**src/rtl/aibcr3_dll_pkg.sv**
```systemverilog
// Shared DLL code constants and helpers. The grey-to-thermometer decoder
// testbench uses this package as well.
package aibcr3_dll_pkg;

  localparam int unsigned THM_W = 64;
  localparam int unsigned GRY_W = 7;

  function automatic logic [GRY_W-1:0] bin2gry(input logic [GRY_W-1:0] b);
    return b ^ (b >> 1);
  endfunction

  function automatic logic [GRY_W-1:0] popcnt64(input logic [THM_W-1:0] v);
    logic [GRY_W-1:0] n;
    n = '0;
    for (int unsigned i = 0; i < THM_W; i++) n = n + GRY_W'(v[i]);
    return n;
  endfunction

endpackage

```
**src/rtl/aibcr3_dll_thm_bubfix.sv**
```systemverilog
// Thermometer bubble correction and monotonic check (combinational).
// Majority correction is enabled by defining AIBCR3_DLL_BUBFIX_EN.
module aibcr3_dll_thm_bubfix
  import aibcr3_dll_pkg::*;
(
  input  logic [THM_W-1:0] thm,
  output logic [THM_W-1:0] c,
  output logic             nonmono
);

`ifdef AIBCR3_DLL_BUBFIX_EN
  // Virtual 1 below bit 0 and virtual 0 above bit 63 keep the ends stable.
  logic [THM_W+1:0] ext;
  assign ext = {1'b0, thm, 1'b1};

  always_comb begin
    c = '0;
    for (int unsigned i = 0; i < THM_W; i++)
      c[i] = (ext[i] & ext[i+1]) | (ext[i+1] & ext[i+2]) | (ext[i] & ext[i+2]);
  end
`else
  assign c = thm;
`endif

  // A set bit above a clear bit breaks the 1..10..0 form.
  assign nonmono = |(c[THM_W-1:1] & ~c[THM_W-2:0]);

endmodule

```
**src/rtl/aibcr3_dll_thm2gry64.sv**
```systemverilog
// 64-bit thermometer to 7-bit grey converter with stability filter.
// Optional bubble correction: define AIBCR3_DLL_BUBFIX_EN.
module aibcr3_dll_thm2gry64
  import aibcr3_dll_pkg::*;
#(
  parameter int unsigned STABLE_CNT = 4
)(
  input  logic             CLKIN,
  input  logic             RSTb,
  input  logic [THM_W-1:0] thm_in,
  input  logic             thm_vld,
  input  logic             err_clr,
  output logic [GRY_W-1:0] grey,
  output logic             grey_vld,
  output logic             lock,
  output logic             bub_err
);

  localparam int unsigned CNT_W = 4;
  localparam logic [CNT_W-1:0] CNT_MAX = CNT_W'(STABLE_CNT);

  logic [THM_W-1:0] thm_q;
  logic             s1_vld;
  logic [THM_W-1:0] c;
  logic             nonmono;
  logic [GRY_W-1:0] bin_q;
  logic             s2_vld;
  logic [GRY_W-1:0] cand, cand_nxt;
  logic [CNT_W-1:0] cnt, cnt_nxt;
  logic             pub_done;
  logic             stable, publish;

  aibcr3_dll_thm_bubfix u_bubfix (
    .thm     (thm_q),
    .c       (c),
    .nonmono (nonmono)
  );

  always_ff @(posedge CLKIN or negedge RSTb) begin
    if (!RSTb) begin
      thm_q  <= '0;
      s1_vld <= 1'b0;
    end else begin
      s1_vld <= thm_vld;
      if (thm_vld) thm_q <= thm_in;
    end
  end

  always_ff @(posedge CLKIN or negedge RSTb) begin
    if (!RSTb) begin
      bin_q   <= '0;
      s2_vld  <= 1'b0;
      bub_err <= 1'b0;
    end else begin
      s2_vld <= s1_vld;
      if (s1_vld) bin_q <= popcnt64(c);
      if (s1_vld && nonmono) bub_err <= 1'b1;
      else if (err_clr)      bub_err <= 1'b0;
    end
  end

  // Filter decision is folded into one cycle so the publish edge is the
  // same edge on which the count reaches STABLE_CNT.
  always_comb begin
    cand_nxt = cand;
    cnt_nxt  = cnt;
    if (bin_q == cand) begin
      cnt_nxt = (cnt == CNT_MAX) ? cnt : cnt + 1'b1;
    end else begin
      cand_nxt = bin_q;
      cnt_nxt  = CNT_W'(1);
    end
    stable  = (cnt_nxt == CNT_MAX);
    publish = s2_vld && stable && (!pub_done || (grey != bin2gry(cand_nxt)));
  end

  always_ff @(posedge CLKIN or negedge RSTb) begin
    if (!RSTb) begin
      cand     <= '0;
      cnt      <= '0;
      lock     <= 1'b0;
      pub_done <= 1'b0;
      grey     <= '0;
      grey_vld <= 1'b0;
    end else begin
      grey_vld <= publish;
      if (s2_vld) begin
        cand <= cand_nxt;
        cnt  <= cnt_nxt;
        lock <= stable;
      end
      if (publish) begin
        grey     <= bin2gry(cand_nxt);
        pub_done <= 1'b1;
      end
    end
  end

endmodule
```
**config.mk**
```make
export PLATFORM = sky130hd
export DESIGN_NAME = aibcr3_dll_thm2gry64
export DESIGN_NICKNAME = d
export VERILOG_FILES = /design/src/rtl/aibcr3_dll_pkg.sv /design/src/rtl/aibcr3_dll_thm_bubfix.sv /design/src/rtl/aibcr3_dll_thm2gry64.sv
export SDC_FILE = /design/constraint.sdc
export NUM_CORES = 1
export LEC_CHECK = 0
export CAP_MARGIN = 30
export CORE_ASPECT_RATIO = 0.8
export CORE_UTILIZATION = 50
export CTS_BUF_LIST = sky130_fd_sc_hd__clkbuf_4
export CTS_CLUSTER_DIAMETER = 120
export DETAILED_ROUTE_END_ITERATION = 10
export PLACE_DENSITY = 0.79
export SKIP_CTS_REPAIR_TIMING = 1
export SYNTH_ARGS = -nofsm -noshare
export SYNTH_HDL_FRONTEND = slang
export SYNTH_SLANG_ARGS = --single-unit
```
**constraint.sdc**
```tcl
create_clock -name CLKIN -period 16.72 [get_ports CLKIN]
set_clock_uncertainty 0.2 [all_clocks]
set_input_delay 5.016 -clock CLKIN [delete_from_list [all_inputs] [get_ports CLKIN]]
set_output_delay 5.016 -clock CLKIN [all_outputs]
set_load 0.1 [all_outputs]
```
==> flow_summary.ini, run 1 <==
[status]
outcome = completed

[yosys]
post_synth_fa_ha_maj_area_fraction_pct = 21.7
synth_compound_area_share_pct = 8.65
yosysWarningCount = 0
synth_top_family_by_area = adder cells
synth_simple_gate_area_share_pct = 11.0
mappedNetlistArea_um2 = 5960
yosysSeqAreaShare_pct = 39.9
syn-num-nets = 702
synth.area.mux_share_pct = 6.99
synth.lib_cells_used.distinct = 40
syn-instance-count = 563
syn_avg_cell_area_um2 = 10.6
synth-seq-cells = 95
yosys.area_share.xor_xnor_pct = 3.53

[worst_setup_path]
path_buf_inv = 1
critical-path-slowest-cell = clkdlybuf4s50_1
startpoint_type = flop
critical_path_cell_by_cell = clkdlybuf4s50_1
worst-endpoint-arrival_ns = 2.03
reg2reg_to = bin_q[6]
worst-r2r-cell-count = 20
critical_path.max_fanout = 3
path_delay_family = buffers and inverters
worstReg2RegStart = thm_q[35]
endpoint_kind = output pin
required_time_at_the_endpoint_of_the_critical_path_ns = 11.50
reg2reg_setup_slack_ns = 10.25
critical_path_class = reg -> out
crit_path_max_incr_delay_ns = 1.14

[placement]
buffer_ports.inserted = 77
detailed_place_hpwl_mm = 10.2
place_congestion = 0.932

[route]
final_antenna_net_count = 0
vias = 4013
routedWlPerCell_um = 16.4
first_pass_iters = 5
routed_wirelength_mm = 12.9
routed_via_density = 5.12
dr.first_iter.drc_count = 398
detail_route.drc_violations = 0

[die]
rows = 35
floorplan.die.height_um = 99.6
die_width_um = 124
pin_count = 78
floorplan.die_area_um2 = 12400
initial_core_util_pct = 51.5
floorplan.core_area_um2 = 11600

[hold_path]
min_delay_path_depth = 1
worst_hold_path.endpoint = lock
hold_path_startpoint = lock
hold_path.class = reg -> reg

[clock_tree]
tritoncts_clock_tree = yes
number_of_sinks_on_the_clock_net = 95
htree_num_levels = 3
clock_tree.root_cell = clkbuf_4
tritoncts_buffers = 9
clkSlewWorstSetupHoldPaths_ns = 0.15
cts_buffer_depth = 2
insertion_delay_ns = 0.47

[global_routing]
grt_antenna_before_repair = 0
first_global_vias = 4222
globalRoute.totalOverflow = 0
grt_pass1_wl_mm = 21.1
grt.total_usage_pct = 23.1
grt_max_degree = 112

[sta]
period_share_pct = 43.3
slew_headroom_pct = 32.5
hold_viol_final = 0
max_freq_mhz = 138
finalHoldWorstSlack_ns = 0.305
final_max_slew_viol_count = 0
tightest_slew_ns = 1.01
period_needed_ns = 7.24
report.final.setup_viol = 0
setup_total_negative_slack_ns = 0
setup_repair_after_global_routing_missed_its_margin = false

[layout]
antennaDiodeCount = 0
fillerInstances = 973
finish.net_count = 770
drive_gt1_share_pct = 9.75
sequential_cell_area_um2 = 2380
synthToLayoutAreaGrowth_pct = 16.8
multi_input_area_um2 = 3090

[job]
max_cap_violations = 0
-- sequential cells by signal, indices dropped and copies added, names as in the netlist --
signal / flops
thm_q: 64
lock: 1
cnt: 4
s1_vld: 1
bub_err: 1
grey_vld: 1
bin_q: 7
pub_done: 1
cand: 7
grey: 7
s2_vld: 1
-- cells by family (layout without fill, tap and decap cells) --
group                    Yosys count  in the layout
adder cells (fa/ha/maj)           71             71
buffers and inverters            124            197
XOR/XNOR                          24             24
AO/OA/AOI/OAI                     83             83
AND/OR/NAND/NOR                  129            129
flip-flops                        95             95
multiplexers                      37             37
-- synth_stat cells (all sizes together) --
cell	n	area share, %
nor3b	1	0.32
o2111ai	7	1.0
o21ai	46	3.9
o21bai	2	0.25
buf	6	0.73
o21a	1	0.13
a21o	3	0.38
nand2b	29	3.0
o22ai	7	0.73
nand4	2	0.21
or3	1	0.11
clkbuf	15	0.94
ha	17	3.6
dfrtp	95	40
nand3	3	0.25
nor4	5	0.63
mux2	37	7.0
o221ai	4	0.59
nand2	50	3.1
inv	103	6.5
or2b	1	0.13
or2	1	0.11
and2	12	1.3
a22o	1	0.15
xor2	15	2.2
nor2	17	1.1
o311ai	2	0.59
xnor2	9	1.3
fa	54	18
and3	3	0.32
a21oi	9	0.76
nor3	3	0.34
a2111o	1	0.19
nand3b	1	0.13
-- layer usage --
metal / GRT usage (%) / routed length (um)
met3: 6.54 / 1020
met5: 0 / 0
met4: 5.68 / 128
met2: 35.7 / 5940
met1: 32.3 / 5780
-- layout make-up --
cell class / count / share of cell area [%]
tap: 148 / 2.66
sequential: 95 / 34.2
clock buffer: 11 / 1.19
timing repair buffer: 78 / 11.1
inverter: 103 / 5.56
clock inverter: 5 / 0.845
multi-input combinational: 344 / 44.5
-- layout by cell type (no fill, tap or decap), types with 3 or more instances in the layout --
master	n
xor2_1	15
a21oi_1	9
and2_1	12
and3_1	3
nand2_1	50
dfrtp_1	95
a21o_1	3
clkdlybuf4s50_1	75
nand3_1	3
clkbuf_4	11
o21ai_0	46
o221ai_1	4
mux2_2	37
xnor2_1	9
o2111ai_1	7
nand2b_1	29
buf_4	3
nor2_1	17
inv_1	102
nor4_1	4
ha_1	17
fa_1	54
o22ai_1	7
-- worst reg2reg max path, stage by stage, from the launching register on --
cell and delay [ns]:
dfrtp_1 0.40, inv_1 0.08, fa_1 0.54, inv_1 0.07, fa_1 0.42, fa_1 0.54
inv_1 0.05, fa_1 0.54, inv_1 0.06, fa_1 0.52, fa_1 0.44, fa_1 0.55
inv_1 0.06, fa_1 0.52, inv_1 0.07, fa_1 0.47, a21o_1 0.18, a21oi_1 0.24
o21bai_1 0.12, a21oi_1 0.18, a21oi_1 0.08
-- worst max path at each step --
stage	end	depth (start not counted)	slack (ns)	from
floorplan	thm_q[41]	3	10.44	thm_vld
global placement	grey[0]	1	10.02	grey[0]
detailed placement	grey[5]	1	9.96	grey[5]
CTS	grey[5]	1	9.45	grey[5]
global route	grey[0]	1	9.42	grey[0]
finish	grey[0]	1	9.48	grey[0]
-- metrics by stage --
| stage | setup slack, ns | utilization, % | instance area (um^2) | cells |
|---|---|---|---|---|
| floorplan | 10.44 | - | 5960 | 563 |
| global placement | 10.02 | 59.0 | 6820 | 768 |
| detailed placement | 9.96 | 59.0 | 6820 | 768 |
| CTS | 9.45 | 60.2 | 6960 | 784 |
| global route | 9.42 | 60.2 | 6960 | 784 |
| finish | 9.48 | 60.2 | 6960 | 784 |
Power of run 1 is left out: the tool's default activity adds up to more than one toggle a clock period on the data nets, which glitch-free logic cannot reach.
==> inputs of run 2 (changes only) <==
clock period = 7.1 ns   (was 16.72 ns; I/O delays follow)
==> run 2 against run 1 <==
  * Register-to-register slack worse by 9.6 ns
  * Core utilization is 0.065 points higher
  * Hold slack better by 0.00064 ns
  * Count of clock-buffer cells in the layout is 2 lower
  * Largest cell class unchanged
==> flow_summary.ini, run 2 (synthesized netlist as in run 1, its figures left out) <==
[status]
outcome = completed

[placement]
detailed_place_hpwl_mm = 10.3
buffer_ports.inserted = 77
place_congestion = 0.923

[clock_tree]
insertion_delay_ns = 0.49
htree_num_levels = 3
clkSlewWorstSetupHoldPaths_ns = 0.16
cts_buffer_depth = 2
clock_tree.root_cell = clkbuf_4
tritoncts_buffers = 9
number_of_sinks_on_the_clock_net = 95
tritoncts_clock_tree = yes

[route]
first_pass_iters = 5
routed_via_density = 5.26
detail_route.drc_violations = 0
routedWlPerCell_um = 16.9
dr.first_iter.drc_count = 328
routed_wirelength_mm = 13.2
final_antenna_net_count = 0
vias = 4123

[global_routing]
grt.total_usage_pct = 23.9
grt_max_degree = 112
grt_antenna_before_repair = 0
grt_pass1_wl_mm = 21.8
first_global_vias = 4320
globalRoute.totalOverflow = 0

[sta]
setup_total_negative_slack_ns = 0
hold_viol_final = 0
final_max_slew_viol_count = 0
report.final.setup_viol = 0
max_freq_mhz = 154
period_needed_ns = 6.50
period_share_pct = 91.5
setup_repair_after_global_routing_missed_its_margin = false
slew_headroom_pct = 32.1
tightest_slew_ns = 1.02

[die]
initial_core_util_pct = 51.5
floorplan.die.height_um = 99.6
floorplan.die_area_um2 = 12400
floorplan.core_area_um2 = 11600
die_width_um = 124
rows = 35
pin_count = 78

[worst_setup_path]
worst-endpoint-arrival_ns = 6.67
endpoint_kind = flop
critical-path-slowest-cell = fa_1
startpoint_type = flop
critical_path_class = reg -> reg
critical_path_cell_by_cell = inv_1, fa_1, inv_1, fa_1, fa_1, inv_1, fa_1, inv_1, fa_1, fa_1, fa_1, inv_1, fa_1, inv_1, ha_1, a21o_1, a21oi_1, o21bai_1, a2111o_1, o311ai_0
critical_path.most_common_cell = fa_1
crit_path_max_incr_delay_ns = 0.55
critical_path.max_fanout = 3
required_time_at_the_endpoint_of_the_critical_path_ns = 7.27

[layout]
largest_register_ff_count = 64
drive_gt1_share_pct = 9.75
antennaDiodeCount = 0
synthToLayoutAreaGrowth_pct = 16.9
registers.top_by_ff_count = thm_q
utilization_pct = 60.2
finish.net_count = 770
layout.cells.most_common = inv_1
mostFrequentLayoutCells = inv_1 (102), dfrtp_1 (95), clkdlybuf4s50_1 (75), fa_1 (54), nand2_1 (50)

[job]
max_cap_violations = 0

[hold_path]
hold_path.class = reg -> reg
==> run 2: cell types whose count changed in the layout (fill, tap and decap cells not counted) <==
cell        before  now
clkinvlp_4       2    3
clkinv_2         1    0
inv_6            0    1
clkbuf_4        11    9
inv_8            0    1
==> run 2: routing by layer <==
layer / up-vias / wire length [um] / GRT usage, % / share of wire, %
li1: 1920 / - / - / -
met1: 2076 / 6100 / 34.3 / 46
met2: 112 / 6110 / 36.2 / 46
met3: 15 / 850 / 5.56 / 6.4
met4: 0 / 172 / 6.96 / 1.3
met5: - / 0 / 0 / 0
==> run 2: worst paths after layout <==
path                       slack (ns)  cells past startpoint      start   endpoint
max                              0.60                     20  thm_q[35]   bin_q[5]
min                              0.31                      1       lock       lock
max reg2reg                      0.60                     20  thm_q[35]   bin_q[5]
min reg2reg                      0.31                      1       lock       lock
max in group asynchronous        4.21                      2       RSTb    grey[4]
min in group asynchronous        1.40                      1       RSTb  thm_q[31]
==> run 2: critical path: cells and delay by family, from the launching register on <==
family | cells | cell delay (ns)
AOI/OAI and AO/OA | 5 | 1.02
adders and majority gates | 9 | 4.39
buffers and inverters | 6 | 0.39
DFF | 1 | 0.39
==> run 2: final cells by class <==
class	instances	area (um^2)
fill	939	4600
multi-input combinational	344	3090
sequential	95	2380
timing repair buffer	78	773
inverter	103	387
tap	148	185
clock inverter	7	81.3
clock buffer	9	67.6
==> run 2: through the flow <==
step | instance area (um^2) | hold slack [ns] | worst slack (ns) | std cells
floorplan | 5960 | 0.172 | 0.934 | 563
global placement | 6820 | 0.262 | 0.775 | 768
detailed placement | 6820 | 0.273 | 0.633 | 768
CTS | 6970 | 0.312 | 0.566 | 784
global route | 6970 | 0.340 | 0.296 | 784
finish | 6970 | 0.305 | 0.604 | 784
Power of run 2 is left out for the same reason.
==> inputs of run 3 (changes only) <==
CAP_MARGIN = 25   (was 30)
CORE_UTILIZATION = 58   (was 50)
HOLD_SLACK_MARGIN = 0.15   (was not set)
PLACE_DENSITY = 0.89   (was 0.79)
==> run 3 against run 2 <==
  * Count of clock-buffer cells in the layout increased by 2
  * Non-clock buffer count increased by 1
  * Flip-flop and latch count unchanged
  * Die area decreased by 14%
  * Register-to-register slack about the same
  * Maximum frequency decreased by 0.20%
  * Cell count decreased by 1.4%
  * Critical path depth unchanged
  * Sequential share of layout area increased by 0.25 points
  * Critical path type unchanged
==> flow_summary.ini, run 3 (synthesized netlist as in run 1, its figures left out) <==
[sta]
final.setup.worst_slack_ns = 0.592
tightest_slew_ns = 0.986
max_freq_mhz = 154
setup_repair_after_global_routing_missed_its_margin = false
slew_headroom_pct = 34.0
hold_viol_final = 0
final_max_slew_viol_count = 0
report.final.setup_viol = 0
setup_total_negative_slack_ns = 0
period_needed_ns = 6.51
period_share_pct = 91.7

[placement]
place_worst_setup_slack_ns = 0.690
place_congestion = 0.959
detailed_place_hpwl_mm = 10.7
buffer_ports.inserted = 77

[worst_setup_path]
endpoint_kind = flop
required_time_at_the_endpoint_of_the_critical_path_ns = 7.26
startpoint_type = flop
worst-endpoint-arrival_ns = 6.67
critical_path.max_fanout = 3
critical_path_class = reg -> reg

[global_routing]
first_global_vias = 4512
grt_max_degree = 112
grt_pass1_wl_mm = 23.0
grt_antenna_before_repair = 0
grt.total_usage_pct = 29.2
globalRoute.totalOverflow = 0

[clock_tree]
tritoncts_clock_tree = yes
cts_buffer_depth = 2
insertion_delay_ns = 0.46
clock_tree.root_cell = clkbuf_4
htree_num_levels = 3
number_of_sinks_on_the_clock_net = 95
tritoncts_buffers = 9
clkSlewWorstSetupHoldPaths_ns = 0.14

[route]
routedWlPerCell_um = 17.5
first_pass_iters = 5
dr.first_iter.drc_count = 330
vias = 4155
routed_wirelength_mm = 13.6
final_antenna_net_count = 0
routed_via_density = 5.38
detail_route.drc_violations = 0

[die]
pin_count = 78
initial_core_util_pct = 60.7
floorplan.die_area_um2 = 10700
die_width_um = 115
floorplan.die.height_um = 92.7
rows = 32
floorplan.core_area_um2 = 9810

[layout]
mostFrequentLayoutCells = inv_1 (102), dfrtp_1 (95), clkdlybuf4s50_1 (75), fa_1 (54), nand2_1 (50)
synthToLayoutAreaGrowth_pct = 16.0
layout.cells.most_common = inv_1
registers.top_by_ff_count = thm_q
antennaDiodeCount = 0
largest_register_ff_count = 64
finish.net_count = 771
drive_gt1_share_pct = 9.42
fillerInstances = 695

[hold_path]
hold_path.class = reg -> reg

[job]
max_cap_violations = 0

[status]
outcome = completed
## run 3: layout make-up
class	instances	area (um^2)	area share [%]
clock buffers	11	82.6	1.19
clock inverters	5	25.0	0.362
inverters	103	387	5.59
multi-input cells	344	3090	44.8
flip-flops and latches	95	2380	34.4
well taps	136	170	2.46
repair buffers	79	778	11.3
## run 3: worst max-delay path: stages, from the launching register on
cell and delay, ns:
dfrtp_1 0.39, inv_1 0.08, fa_1 0.55, inv_1 0.07
fa_1 0.42, fa_1 0.54, inv_1 0.05, fa_1 0.53
inv_1 0.05, fa_1 0.52, fa_1 0.44, fa_1 0.54
inv_1 0.05, fa_1 0.52, inv_1 0.06, ha_1 0.29
a21o_1 0.18, a21oi_1 0.26, o21bai_1 0.14, a2111o_1 0.43
o311ai_0 0.10
## run 3: path summary, 6_finish.rpt
check | startpoint | cells after the start | slack, ns | to
setup / recovery | thm_q[35] | 20 | 0.59 | bin_q[5]
hold / removal | pub_done | 1 | 0.30 | pub_done
setup reg to reg | thm_q[35] | 20 | 0.59 | bin_q[5]
hold reg to reg | pub_done | 1 | 0.30 | pub_done
max in group asynchronous | RSTb | 2 | 4.16 | cand[4]
min in group asynchronous | RSTb | 1 | 1.45 | thm_q[33]
## run 3: stage by stage
stage / hold slack, ns / cell area, um^2 / util [%] / cells
2_1_floorplan: 0.172 / 5960 / - / 563
3_3_place_gp: 0.260 / 6810 / 69.4 / 757
3_5_place_dp: 0.271 / 6810 / 69.4 / 757
4_1_cts: 0.314 / 6910 / 70.5 / 773
5_1_grt: 0.328 / 6910 / 70.5 / 773
6_report: 0.304 / 6910 / 70.5 / 773
## run 3: metal layers
layer  part of all wire, %  up-vias  GRT usage (%)
met4                   1.2        0           6.39
li1                      -     1916              -
met2                    47      164           45.1
met1                    44     2054           40.8
met3                   7.8       21           9.03
met5                     0        -              0
Power of run 3 is left out for the same reason.
